==> config.mk <==
export PLATFORM = sky130hd
export DESIGN_NAME = fetch_queue_dual_flat
export DESIGN_NICKNAME = d
export VERILOG_FILES = /design/src/rtl/fetch_queue_dual_if.sv /design/src/rtl/fetch_queue_dual.sv /design/src/flat_wrapper.sv
export SDC_FILE = /design/constraint.sdc
export NUM_CORES = 1
export LEC_CHECK = 0
export ABC_AREA = 0
export CAP_MARGIN = 15
export CORE_MARGIN = 2
export CORE_UTILIZATION = 40
export CTS_BUF_LIST = sky130_fd_sc_hd__clkbuf_2 sky130_fd_sc_hd__clkbuf_4 sky130_fd_sc_hd__clkbuf_8
export DETAILED_ROUTE_END_ITERATION = 10
export PLACE_DENSITY = 0.64
export RECOVER_POWER = 50
export REMOVE_ABC_BUFFERS = 1
export SLEW_MARGIN = 10
export SYNTH_ARGS = -nofsm -noshare
export SYNTH_HDL_FRONTEND = slang
export SYNTH_SLANG_ARGS = --single-unit
==> constraint.sdc <==
create_clock -name fq_clk -period 10.4 [get_ports fq_clk]
set_input_delay 1.04 -clock fq_clk [delete_from_list [all_inputs] [get_ports fq_clk]]
set_output_delay 1.04 -clock fq_clk [all_outputs]
set_load 0.02 [all_outputs]
==> src/rtl/fetch_queue_dual_if.sv <==
// Fetch/decode bus of the dual-issue fetch queue.
// The master side is the fetch/decode environment; the slave side is the queue.
interface fetch_queue_dual_if #(
    parameter int IWIDTH   = 32,
    parameter int PC_WIDTH = 32,
    parameter int AWIDTH   = 3
);
    // control
    logic                fq_i_ce;
    logic                fq_i_flush;

    // fetch side
    logic                fq_i_valid_1;
    logic                fq_i_valid_2;
    logic [IWIDTH-1:0]   fq_i_instr_1;
    logic [IWIDTH-1:0]   fq_i_instr_2;
    logic [PC_WIDTH-1:0] fq_i_pc_1;
    logic [PC_WIDTH-1:0] fq_i_pc_2;
    logic                fq_o_ready;

    // decode side
    logic                fq_i_deq_1;
    logic                fq_i_deq_2;
    logic                fq_o_valid_1;
    logic                fq_o_valid_2;
    logic [IWIDTH-1:0]   fq_o_instr_1;
    logic [IWIDTH-1:0]   fq_o_instr_2;
    logic [PC_WIDTH-1:0] fq_o_pc_1;
    logic [PC_WIDTH-1:0] fq_o_pc_2;
    logic [AWIDTH:0]     fq_o_count;

    modport master (
        output fq_i_ce, fq_i_flush,
        output fq_i_valid_1, fq_i_valid_2, fq_i_instr_1, fq_i_instr_2, fq_i_pc_1, fq_i_pc_2,
        input  fq_o_ready,
        output fq_i_deq_1, fq_i_deq_2,
        input  fq_o_valid_1, fq_o_valid_2, fq_o_instr_1, fq_o_instr_2,
        input  fq_o_pc_1, fq_o_pc_2, fq_o_count
    );

    modport slave (
        input  fq_i_ce, fq_i_flush,
        input  fq_i_valid_1, fq_i_valid_2, fq_i_instr_1, fq_i_instr_2, fq_i_pc_1, fq_i_pc_2,
        output fq_o_ready,
        input  fq_i_deq_1, fq_i_deq_2,
        output fq_o_valid_1, fq_o_valid_2, fq_o_instr_1, fq_o_instr_2,
        output fq_o_pc_1, fq_o_pc_2, fq_o_count
    );
endinterface

==> src/rtl/fetch_queue_dual.sv <==
// Dual-issue instruction fetch queue: accepts up to two {instr, pc} pairs per
// cycle and presents the two oldest entries to the decode slots (first-word
// fall-through). Decode may consume 0, 1 or 2 entries; flush empties the queue.
module fetch_queue_dual #(
    parameter int IWIDTH   = 32,
    parameter int PC_WIDTH = 32,
    parameter int DEPTH    = 8,
    parameter int AWIDTH   = 3
) (
    input  logic              fq_clk,
    input  logic              fq_rst,
    fetch_queue_dual_if.slave fq
);

    // ready means at least two free slots, so a full pair always fits
    localparam logic [AWIDTH:0] READY_MAX = (AWIDTH+1)'(DEPTH - 2);

    logic [AWIDTH-1:0]   head;
    logic [AWIDTH-1:0]   tail;
    logic [AWIDTH:0]     count;
    logic [AWIDTH:0]     count_next;
    logic [AWIDTH-1:0]   tail_plus_1;
    logic [AWIDTH-1:0]   head_plus_1;

    logic [IWIDTH-1:0]   instr_mem [DEPTH];
    logic [PC_WIDTH-1:0] pc_mem    [DEPTH];

    logic                ready;
    logic                valid_1;
    logic                valid_2;
    logic                deq_1_eff;
    logic                deq_2_eff;
    logic [1:0]          enq;
    logic [1:0]          deq;

    assign ready       = (count <= READY_MAX);
    assign valid_1     = (count != '0);
    assign valid_2     = (count > (AWIDTH+1)'(1));
    assign tail_plus_1 = tail + AWIDTH'(1);
    assign head_plus_1 = head + AWIDTH'(1);

    // Enqueue/dequeue amounts; slot 2 only counts when slot 1 does
    always_comb begin
        // NOTE: every combinational output gets a default first so no path leaves it unassigned (no latch).
        enq       = 2'd0;
        deq_1_eff = 1'b0;
        deq_2_eff = 1'b0;
        if (fq.fq_i_ce && ready && fq.fq_i_valid_1) begin
            enq = fq.fq_i_valid_2 ? 2'd2 : 2'd1;
        end
        if (fq.fq_i_ce && valid_1 && fq.fq_i_deq_1) begin
            deq_1_eff = 1'b1;
            deq_2_eff = valid_2 && fq.fq_i_deq_2;
        end
        deq        = {1'b0, deq_1_eff} + {1'b0, deq_2_eff};
        count_next = count + (AWIDTH+1)'(enq) - (AWIDTH+1)'(deq);
    end

    // Storage write: slot 1 at tail, slot 2 at tail+1 (may straddle the wrap)
    // NOTE: the entry arrays carry no reset; occupancy alone decides what is visible.
    always_ff @(posedge fq_clk) begin
        if (!fq.fq_i_flush && (enq != 2'd0)) begin
            instr_mem[tail] <= fq.fq_i_instr_1;
            pc_mem[tail]    <= fq.fq_i_pc_1;
            if (enq == 2'd2) begin
                instr_mem[tail_plus_1] <= fq.fq_i_instr_2;
                pc_mem[tail_plus_1]    <= fq.fq_i_pc_2;
            end
        end
    end

    // Pointer and occupancy update; flush wins over enqueue/dequeue and ce
    always_ff @(posedge fq_clk or negedge fq_rst) begin
        // NOTE: sequential state uses non-blocking assignments so all registers update from pre-edge values.
        if (!fq_rst) begin
            head  <= '0;
            tail  <= '0;
            count <= '0;
        end else if (fq.fq_i_flush) begin
            head  <= '0;
            tail  <= '0;
            count <= '0;
        end else begin
            head  <= head + AWIDTH'(deq);
            tail  <= tail + AWIDTH'(enq);
            count <= count_next;
        end
    end

    // Fall-through outputs, zeroed when the corresponding entry is absent
    always_comb begin
        fq.fq_o_ready   = ready;
        fq.fq_o_count   = count;
        fq.fq_o_valid_1 = valid_1;
        fq.fq_o_valid_2 = valid_2;
        fq.fq_o_instr_1 = '0;
        fq.fq_o_pc_1    = '0;
        fq.fq_o_instr_2 = '0;
        fq.fq_o_pc_2    = '0;
        if (valid_1) begin
            fq.fq_o_instr_1 = instr_mem[head];
            fq.fq_o_pc_1    = pc_mem[head];
        end
        if (valid_2) begin
            fq.fq_o_instr_2 = instr_mem[head_plus_1];
            fq.fq_o_pc_2    = pc_mem[head_plus_1];
        end
    end

endmodule

==> src/flat_wrapper.sv <==
// flat-port wrapper written by rule: the top's interface ports become plain ports
module fetch_queue_dual_flat 
#(
    parameter int IWIDTH   = 32,
    parameter int PC_WIDTH = 32,
    parameter int DEPTH    = 8,
    parameter int AWIDTH   = 3
)
  (fq_clk, fq_rst, fq_fq_i_ce, fq_fq_i_flush, fq_fq_i_valid_1, fq_fq_i_valid_2, fq_fq_i_instr_1, fq_fq_i_instr_2, fq_fq_i_pc_1, fq_fq_i_pc_2, fq_fq_o_ready, fq_fq_i_deq_1, fq_fq_i_deq_2, fq_fq_o_valid_1, fq_fq_o_valid_2, fq_fq_o_instr_1, fq_fq_o_instr_2, fq_fq_o_pc_1, fq_fq_o_pc_2, fq_fq_o_count);
  fetch_queue_dual_if #(.IWIDTH(IWIDTH), .PC_WIDTH(PC_WIDTH), .AWIDTH(AWIDTH)) fq_i ();
  input  logic fq_clk;
  input  logic fq_rst;
  input wire logic [$bits(fq_i.fq_i_ce)-1:0] fq_fq_i_ce;
  input wire logic [$bits(fq_i.fq_i_flush)-1:0] fq_fq_i_flush;
  input wire logic [$bits(fq_i.fq_i_valid_1)-1:0] fq_fq_i_valid_1;
  input wire logic [$bits(fq_i.fq_i_valid_2)-1:0] fq_fq_i_valid_2;
  input wire logic [$bits(fq_i.fq_i_instr_1)-1:0] fq_fq_i_instr_1;
  input wire logic [$bits(fq_i.fq_i_instr_2)-1:0] fq_fq_i_instr_2;
  input wire logic [$bits(fq_i.fq_i_pc_1)-1:0] fq_fq_i_pc_1;
  input wire logic [$bits(fq_i.fq_i_pc_2)-1:0] fq_fq_i_pc_2;
  output wire logic [$bits(fq_i.fq_o_ready)-1:0] fq_fq_o_ready;
  input wire logic [$bits(fq_i.fq_i_deq_1)-1:0] fq_fq_i_deq_1;
  input wire logic [$bits(fq_i.fq_i_deq_2)-1:0] fq_fq_i_deq_2;
  output wire logic [$bits(fq_i.fq_o_valid_1)-1:0] fq_fq_o_valid_1;
  output wire logic [$bits(fq_i.fq_o_valid_2)-1:0] fq_fq_o_valid_2;
  output wire logic [$bits(fq_i.fq_o_instr_1)-1:0] fq_fq_o_instr_1;
  output wire logic [$bits(fq_i.fq_o_instr_2)-1:0] fq_fq_o_instr_2;
  output wire logic [$bits(fq_i.fq_o_pc_1)-1:0] fq_fq_o_pc_1;
  output wire logic [$bits(fq_i.fq_o_pc_2)-1:0] fq_fq_o_pc_2;
  output wire logic [$bits(fq_i.fq_o_count)-1:0] fq_fq_o_count;
  assign fq_i.fq_i_ce = fq_fq_i_ce;
  assign fq_i.fq_i_flush = fq_fq_i_flush;
  assign fq_i.fq_i_valid_1 = fq_fq_i_valid_1;
  assign fq_i.fq_i_valid_2 = fq_fq_i_valid_2;
  assign fq_i.fq_i_instr_1 = fq_fq_i_instr_1;
  assign fq_i.fq_i_instr_2 = fq_fq_i_instr_2;
  assign fq_i.fq_i_pc_1 = fq_fq_i_pc_1;
  assign fq_i.fq_i_pc_2 = fq_fq_i_pc_2;
  assign fq_fq_o_ready = fq_i.fq_o_ready;
  assign fq_i.fq_i_deq_1 = fq_fq_i_deq_1;
  assign fq_i.fq_i_deq_2 = fq_fq_i_deq_2;
  assign fq_fq_o_valid_1 = fq_i.fq_o_valid_1;
  assign fq_fq_o_valid_2 = fq_i.fq_o_valid_2;
  assign fq_fq_o_instr_1 = fq_i.fq_o_instr_1;
  assign fq_fq_o_instr_2 = fq_i.fq_o_instr_2;
  assign fq_fq_o_pc_1 = fq_i.fq_o_pc_1;
  assign fq_fq_o_pc_2 = fq_i.fq_o_pc_2;
  assign fq_fq_o_count = fq_i.fq_o_count;
  fetch_queue_dual #(.IWIDTH(IWIDTH), .PC_WIDTH(PC_WIDTH), .DEPTH(DEPTH), .AWIDTH(AWIDTH)) u_core (.fq_clk(fq_clk), .fq_rst(fq_rst), .fq(fq_i));
endmodule
==> results.md, run 1 <==
- Count of clock tree sinks: between 500 and 600
- Htree depth: 3
- Clock buffer depth: 3
- Worst Path Arrival: 6.94 ns
- YS warnings: 0
- PD cells: 190 mW/mm^2
- Failing checks: max-capacitance violations, max-slew violations
- Final Setup Violations: 0
- Die area: a little under 0.08 mm^2
- Core area: between 0.07 and 0.08 mm^2
- Crit path time final: around 6.7 ns
- Number of synthesized register bits: 522
- Worst EP required: around 11 ns
- Final cell count without fillers: roughly 3,700
- Post-synthesis sequential area ratio: about half
- Worst R2R Start: u_core.fq.fq_o_count[3]
- Mapped Avg Cell Area: 12.7 um^2
- Initial antenna violation count: 18
- Fin. Hold Viols: 0
- CP max FO: 37
- Clock-pin slew on the worst setup and hold paths: around 0.060 ns
- Cell internal pwr: between 4 and 5 mW
- CP Capture Type: flop
- Vias post-DR: 22,200
- Latest clock arrival within the worst-skew pair: ~0.69 ns
- Placed instance count: around 3,500
- First-pass GRT wire length: about 150,000 um
- Count of cell types in the netlist: 37
- Largest net degree at the start of global routing: 105
- Fin util: 47.0%
- Setup repair bufs after CTS: 0
- I/O Buffers: 270
- Run status: finished, violations left
- Total grt overflow: 0
- # DRC: 0
- Switching Fraction: 35.3%
- Clk_skew: around 0.022 ns
- Final antenna-violating net count: 0
- Dpl hpwl: 56,000 um
- Net Switching: ~2.4 mW
- Max Freq: ~0.15 GHz
- Cts hold-fix bufs: 0
- Synthesized area: ~0.03 mm^2
- Boundary Pins: 271
- Final Wtd Congestion: about 0.83
- Async S/R FF share, synth: 1.92%
- Startpoint class of the critical path: input port
- Clk pwr share: 28.0%
- Vias in the first global route: between 20,000 and 25,000
- Sequential share of power: a little over a third
- CTS root buffer: clkbuf_8
- Area growth from synthesis to layout: 16.6%
- Setup slack at placement: about 4.8 ns
- Most frequent cells in the layout: 515 x nand2_1, 512 x edfxtp_1, 361 x mux2_1
- Num CTS Buffers: 91
- CTS resizes: 0
- Synth Flop Type: edfxtp_1
- Most common cell after layout, fill and taps aside: nand2_1
- Crit. Startpoint: fq_fq_i_flush
- Max-slew headroom: -182%
- Initial Util: between 40 and 50%
- Final slew viol count: 694
- Worst Setup Path Type: in -> reg
- Fin crit share: around 64%
- Setup ws final: about 3.7 ns
- Mapped Cells: approximately 2,400
- Worst Tran Pin Value: roughly 4.2 ns
- Worst vdd ir: roughly 0.22 mV
- CTS tree: yes
- LEAKAGE: around 12 nW
- First-pass iteration count of the detailed router: 5
- Hold crit path type: in -> async
- Core Rows: 101
- GRT Overall Usage: 25.2%
- RSZ-0062 raised after global routing: false
- R2r setup slk: roughly 3.8 ns
- Die height: roughly 280 um
- Vias/cell: ~6
- DRT iter0 DRCs: roughly 2,100
- Routed length per instance: between 20 and 30 um
- WL final: between 100,000 and 150,000 um
- Max cap viols: 22
- Post-synth EDFFs: 512
- Die W: between 200 and 300 um
- Layout cells sized above 1: 16.8%
- Comb power frac: around 36%
- Setup_tns: 0 ns
- Final Net Count: ~2,800
==> logic make-up after synthesis <==
logic type | after synthesis | synth area share, %
muxes | 704 | 30.4
and+or+nand+nor | 695 | 9.80
DFF | 522 | 51.1
AOI/OAI and AO/OA | 273 | 4.60
buffers and inverters | 187 | 3.24
adders and majority gates | 15 | 0.711
xor gates and xnor gates | 8 | 0.229
==> path summary, 6_finish.rpt <==
path / end / cells after the start
max: u_core.pc_mem[6][6] / 7
min: u_core.head[1] / 1
max reg2reg: u_core.pc_mem[6][6] / 8
min reg2reg: u_core.tail[2] / 2
max in group asynchronous: u_core.head[2] / 1
min in group fq_clk: u_core.tail[2] / 2
==> cell type report <==
type                            count  area, um^2
Multi-Input combinational cell   1695       14000
Clock buffer                      111        1410
Tap cell                          978        1220
Timing Repair Buffer              308        2960
Sequential cell                   522       15600
Antenna cell                        9        22.5
Inverter                           11        41.3
Clock inverter                     54         370
Fill cell                        6732       40200
==> flip-flops by register name, indices dropped and copies added, names as in the netlist <==
register / cells
u_core.fq.fq_o_count: 4
u_core.head: 3
u_core.instr_mem: 256
u_core.pc_mem: 256
u_core.tail: 3
==> critical path, cell delays in order <==
cell and delay [ns]:
dlygate4sd3_1 0.77, nand2b_1 0.26, nor2_1 0.20, a32oi_1 0.12
nor2_4 0.10, clkbuf_1 2.55, clkbuf_1 1.85
==> routing by layer <==
metal | up-vias | part of all wire, % | track usage, % | wire, um
li1 | 9549 | - | - | -
met1 | 11200 | 39 | 31.4 | 38800
met2 | 1145 | 49 | 42.5 | 48900
met3 | 265 | 8.9 | 4.80 | 8920
met4 | 20 | 3.8 | 11.3 | 3870
met5 | - | 0.14 | 0 | 143
==> synthesized netlist by cell type, types with 2 or more instances <==
library cell	n	share of area [%]
inv_1	11	0.13
a32oi_1	2	0.057
buf_2	15	0.25
nand3_4	6	0.34
edfxtp_1	512	50
or4_1	64	1.6
nand2_1	515	6.3
nor2_1	86	1.1
clkbuf_1	94	1.2
ha_1	11	0.45
a21oi_1	259	4.2
o21ai_2	2	0.057
nand3_1	4	0.065
buf_6	36	1.3
mux2_1	360	13
nor2b_1	10	0.20
and3_1	2	0.041
mux4_2	128	9.4
and2_1	2	0.041
dfrtp_1	10	0.82
mux2i_1	64	2.1
mux2_2	152	5.6
xnor2_1	5	0.14
buf_1	31	0.38
xor2_1	3	0.086
fa_1	4	0.26
a22oi_1	6	0.15
==> power by group through the flow <==
stage / logic, mW / clock network (mW) / registers, mW
after detailed placement: 2.47 / 0 / 2.46
final: 2.47 / 1.90 / 2.42
after floorplan: 1.26 / 0 / 2.49
after CTS: 2.49 / 1.93 / 2.42
after global placement: 2.46 / 0 / 2.46
after global routing: 2.59 / 2.02 / 2.42
==> per-stage QoR <==
| step | power, mW | hold slack [ns] | cell area, um^2 |
|---|---|---|---|
| 5_1_grt | 7.04 | 0.786 | 35700 |
| 4_1_cts | 6.84 | 0.665 | 35800 |
| 3_3_place_gp | 4.92 | 0.704 | 34000 |
| 6_report | 6.78 | 0.750 | 35700 |
| 3_5_place_dp | 4.94 | 0.736 | 34000 |
| 2_1_floorplan | 3.76 | 0.646 | 29700 |
No activity file was read; power rests on OpenSTA's default activity.
==> run 2, diff against run 1 <==
--- a/config.mk
+++ b/config.mk
@@ -11,7 +11,7 @@
 export CORE_UTILIZATION = 40
 export CTS_BUF_LIST = sky130_fd_sc_hd__clkbuf_2 sky130_fd_sc_hd__clkbuf_4 sky130_fd_sc_hd__clkbuf_8
 export DETAILED_ROUTE_END_ITERATION = 10
-export PLACE_DENSITY = 0.64
+export PLACE_DENSITY = 0.66
 export RECOVER_POWER = 50
 export REMOVE_ABC_BUFFERS = 1
 export SLEW_MARGIN = 10
==> constraint.sdc (replaced) <==
create_clock -name fq_clk -period 5.7 [get_ports fq_clk]
set_input_delay 0.57 -clock fq_clk [delete_from_list [all_inputs] [get_ports fq_clk]]
set_output_delay 0.57 -clock fq_clk [all_outputs]
set_load 0.02 [all_outputs]
==> results.md, run 2 (synthesis results as in run 1) <==
- Die W: about 280 um
- Latest clock arrival within the worst-skew pair: around 0.74 ns
- Max cap viols: 22
- PnR Total Power: roughly 13 mW
- Cell internal pwr: 8.23 mW
- WL final: approximately 100,000 um
- Final Setup Violations: 0
- First-pass iteration count of the detailed router: 6
- Vias in the first global route: about 23,000
- Fin util: about 48%
- Fin. Hold Viols: 0
- Cts hold-fix bufs: 0
- Run status: finished, violations left
- Worst Setup Path Type: reg -> reg
- Initial Util: between 40 and 50%
- Worst Path Arrival: around 5.6 ns
- CP Capture Type: flop
- LEAKAGE: 12.3 nW
- Fill cell count: roughly 6,800
- Htree depth: 3
- Num CTS Buffers: about 100
- Core area: around 0.076 mm^2
- Count of clock tree sinks: approximately 520
- Boundary Pins: 271
- Clock buffer depth: 3
- Routed length per instance: between 20 and 30 um
- Final antenna-violating net count: 0
- Final Net Count: 2,795
- GRT Overall Usage: 25.3%
- Clk pwr share: 29.9%
- DRT iter0 DRCs: 2,267
- Dpl hpwl: between 50,000 and 60,000 um
- Final Wtd Congestion: between 0.7 and 0.8
- Worst vdd ir: 0.553 mV
- Most frequent cells in the layout: 515 x nand2_1, 512 x edfxtp_1, 360 x mux2_1
- Total grt overflow: 0
- Layout cells sized above 1: between 10% and 20%
- Dpl cell area: between 0.03 and 0.04 mm^2
- PD cells: 353 mW/mm^2
- CTS resizes: 0
- CP max FO: 34
- Sequential share of power: roughly a third
- CTS root buffer: clkbuf_8
- Largest net degree at the start of global routing: 185
- Die height: 281 um
- Vias post-DR: roughly 22,000
- Final slew viol count: around 710
- Startpoint class of the critical path: flop
- Most common cell after layout, fill and taps aside: nand2_1
- Clock-pin slew on the worst setup and hold paths: 0.06 ns
- Clk_skew: just over 0.05 ns
- First-pass GRT wire length: 146,000 um
- Core Rows: between 100 and 150
- Initial antenna violation count: 8
- RSZ-0062 raised after global routing: false
- Setup_tns: 0 ns
- Setup repair bufs after CTS: 0
- I/O Buffers: between 200 and 300
- Hold crit path type: in -> async
- Crit path time final: slightly above 5 ns
- Worst Tran Pin Value: ~2.8 ns
- Vias/cell: between 6 and 7
- Max-slew headroom: -90.3%
- Fin crit share: approximately nine tenths
- CTS tree: yes
- Net Switching: 4.51 mW
- Failing checks: max-capacitance violations, max-slew violations
- # DRC: 0
- Max Freq: just under 0.2 GHz
- Worst EP required: 6.14 ns
- Die area: ~0.079 mm^2
- Area growth from synthesis to layout: 17.8%
- Switching Fraction: between 30 and 40%
- Fin area: between 0.03 and 0.04 mm^2
- Comb power frac: 35.3%
run 2: cell types whose count changed in the layout (fill, tap and decap cells not counted), sizes merged:
cell,previous run,this run
buf,27,30
bufinv,5,6
clkbuf,122,137
clkdlybuf4s50,263,264
clkinvlp,5,3
diode,9,5
dlygate4sd3,7,6
inv,12,16
run 2: worst paths after layout:
check	start	to	slack, ns	cells past startpoint
worst max-delay path	u_core.tail[0]	u_core.pc_mem[1][29]	0.59	5
worst min-delay path	fq_rst	u_core.head[2]	0.27	1
worst max register to register	u_core.tail[0]	u_core.pc_mem[1][29]	0.59	5
worst min register to register	u_core.tail[2]	u_core.tail[2]	0.75	2
max in group asynchronous	fq_rst	u_core.head[0]	5.04	1
min in group fq_clk	fq_fq_i_pc_2[18]	u_core.pc_mem[7][18]	0.67	2
run 2: metal layers:
layer	global-route usage, %	up-vias	routed length, um
met5	0	-	88
met4	8.45	12	2910
met3	5.02	251	8840
met2	42.2	1214	49100
met1	33.0	11300	40400
li1	-	9590	-
run 2: cell type report:
type / count / area (um^2) / share of cell area, %
inverters: 11 / 41.3 / 0.114
flip-flops and latches: 522 / 15600 / 43.4
diodes: 5 / 12.5 / 0.0347
clock buffers: 121 / 1520 / 4.22
repair buffers: 316 / 3110 / 8.61
clock inverters: 57 / 487 / 1.35
well taps: 978 / 1220 / 3.39
multi-input cells: 1695 / 14000 / 38.9
run 2: metrics by stage:
stage	hold WS (ns)	cells	setup slack, ns
after global routing	0.277	3702	0.469
after CTS	0.169	3700	0.723
after floorplan	0.274	2228	-9.56
after detailed placement	0.732	3522	1.52
final	0.271	3705	0.591
after global placement	0.700	3522	1.54
run 2: worst max-delay path, stage by stage (launching register included):
cell and delay [ns]:
dfrtp_1 0.46, ha_1 0.34, nor2b_1 0.47, nand3_1 2.11, buf_4 1.06, mux2_1 0.38
run 2: power by group through the flow:
stage                     clock [mW]  combinational [mW]  sequential, mW
after floorplan                    0                2.31            4.54
after CTS                       3.88                4.53            4.42
after global routing            4.04                4.72            4.43
after detailed placement           0                4.50            4.50
after global placement             0                4.48            4.50
final                           3.81                4.50            4.43
==> run 3, diff against run 2 <==
--- a/config.mk
+++ b/config.mk
@@ -8,12 +8,13 @@
 export ABC_AREA = 0
 export CAP_MARGIN = 15
 export CORE_MARGIN = 2
-export CORE_UTILIZATION = 40
+export CORE_UTILIZATION = 46
 export CTS_BUF_LIST = sky130_fd_sc_hd__clkbuf_2 sky130_fd_sc_hd__clkbuf_4 sky130_fd_sc_hd__clkbuf_8
 export DETAILED_ROUTE_END_ITERATION = 10
-export PLACE_DENSITY = 0.66
+export PLACE_DENSITY = 0.71
 export RECOVER_POWER = 50
 export REMOVE_ABC_BUFFERS = 1
+export SKIP_CTS_REPAIR_TIMING = 1
 export SLEW_MARGIN = 10
 export SYNTH_ARGS = -nofsm -noshare
 export SYNTH_HDL_FRONTEND = slang
==> constraint.sdc (replaced) <==
create_clock -name fq_clk -period 5.65 [get_ports fq_clk]
set_input_delay 0.565 -clock fq_clk [delete_from_list [all_inputs] [get_ports fq_clk]]
set_output_delay 0.565 -clock fq_clk [all_outputs]
set_load 0.02 [all_outputs]
==> results.md, run 3 (synthesis results as in run 1) <==
- Worst EP required: roughly 6.1 ns
- Area growth from synthesis to layout: 17.0%
- Vias/cell: approximately 6.2
- Startpoint class of the critical path: flop
- CP max FO: 31
- Hold crit path type: in -> async
- Num CTS Buffers: 91
- Core area: 0.0659 mm^2
- Vias in the first global route: 22,700
- Initial Util: 46.5%
- Setup slack at placement: ~1.5 ns
- Max Freq: roughly 0.20 GHz
- LEAKAGE: between 10 and 15 nW
- Core Rows: 94
- R2r setup slk: approximately 0.66 ns
- Worst r2r dst: u_core.pc_mem[0][19]
- Routed length per instance: between 20 and 30 um
- Fin crit share: 88.2%
- Clock-pin slew on the worst setup and hold paths: ~0.070 ns
- WL final: around 95,000 um
- I/O Buffers: 270
- Fin. Hold Viols: 0
- Worst Path Arrival: around 5.4 ns
- Worst R2R Start: u_core.fq.fq_o_count[3]
- Total grt overflow: 0
- Die W: around 260 um
- RSZ-0062 raised after global routing: false
- Layout cells sized above 1: between 10% and 20%
- Die height: around 260 um
- Failing checks: max-capacitance violations, max-slew violations
- Clk_skew: roughly 0.042 ns
- CTS root buffer: clkbuf_8
- CTS tree: yes
- Clock buffer depth: 3
- Max-slew headroom: -104%
- Vias post-DR: approximately 22,000
- Final Wtd Congestion: 0.828
- CP Capture Type: flop
- Final Setup Violations: 0
- Worst Tran Pin Value: 3.06 ns
- Reg2Reg Depth: 7
- Run status: finished, violations left
- Fin util: a little over half
- Worst Setup Path Type: reg -> reg
- Final Net Count: ~2,800
- First-pass iteration count of the detailed router: 5
- Boundary Pins: ~270
- DRT iter0 DRCs: ~2,800
- # DRC: 0
- Largest net degree at the start of global routing: 181
- Final cell count without fillers: 3,580
- Placed instance count: 3,403
- Dpl hpwl: 52,000 um
- Count of clock tree sinks: between 500 and 600
- Crit path time final: 4.99 ns
- PD cells: about 350 mW/mm^2
- Die area: 0.0686 mm^2
- Max cap viols: 15
- Worst vdd ir: 0.254 mV
- First-pass GRT wire length: roughly 140,000 um
- Hold Slack: around 0.26 ns
- Most common cell after layout, fill and taps aside: nand2_1
- Most frequent cells in the layout: 515 x nand2_1, 512 x edfxtp_1, 360 x mux2_1
- Htree depth: 3
- Setup ws final: 0.665 ns
- Final antenna-violating net count: 0
- Initial antenna violation count: 11
- Latest clock arrival within the worst-skew pair: slightly above 0.7 ns
- Final slew viol count: around 400
- GRT Overall Usage: around 27%
run 3: per-stage QoR:
| stage | setup TNS [ns] | total power [mW] | instance area (um^2) |
|---|---|---|---|
| finish | 0 | 12.6 | 35800 |
| CTS | 0 | 12.7 | 36000 |
| detailed placement | 0 | 9.03 | 34100 |
| floorplan | -676.00 | 6.91 | 29700 |
| global route | 0 | 13.0 | 35800 |
| global placement | 0 | 8.99 | 34100 |
run 3: how the worst max path moves through the flow:
stage / from / end / slack [ns] / cells after the start
final: u_core.fq.fq_o_count[3] / u_core.pc_mem[0][19] / 0.66 / 7
after global routing: u_core.fq.fq_o_count[3] / u_core.instr_mem[6][3] / 0.37 / 7
after CTS: u_core.head[0] / fq_fq_o_instr_2[30] / 0.75 / 7
after detailed placement: u_core.head[0] / fq_fq_o_pc_2[1] / 1.54 / 7
after global placement: u_core.head[0] / fq_fq_o_pc_2[1] / 1.50 / 7
after floorplan: u_core.head[1] / fq_fq_o_instr_2[0] / -9.60 / 5
run 3: layer usage:
metal / track usage, % / vias up / wire (um)
met4: 11.1 / 10 / 3190
met3: 5.13 / 238 / 8860
li1: - / 9564 / -
met5: 0 / - / 57
met1: 35.2 / 11100 / 36500
met2: 45.7 / 1285 / 46300
run 3: critical path, stage by stage (launching register included):
cell and delay, ns:
dfrtp_1 0.35, inv_1 0.07, ha_1 0.19, and3_1 0.21
nor3_1 1.40, nand3_4 0.97, clkbuf_2 0.93, mux2_1 0.59
run 3: area by class of cell:
type	count	area [um^2]
antenna	7	17.5
tap	864	1080
fill	5425	30100
multi-input combinational	1695	14000
clock inverter	47	373
inverter	11	41.3
sequential	522	15600
timing repair buffer	311	3100
clock buffer	123	1510
run 3: power breakdown:
| part | total, mW | internal, mW | switching, mW | leakage, nW |
|---|---|---|---|---|
| Combinational | 4.51 | 1.87 | 2.64 | 6.51 |
| Clock | 3.63 | 2.02 | 1.61 | 0.997 |
| Sequential | 4.44 | 4.35 | 0.0924 | 4.74 |
| Total | 12.6 | 8.24 | 4.35 | 12.3 |
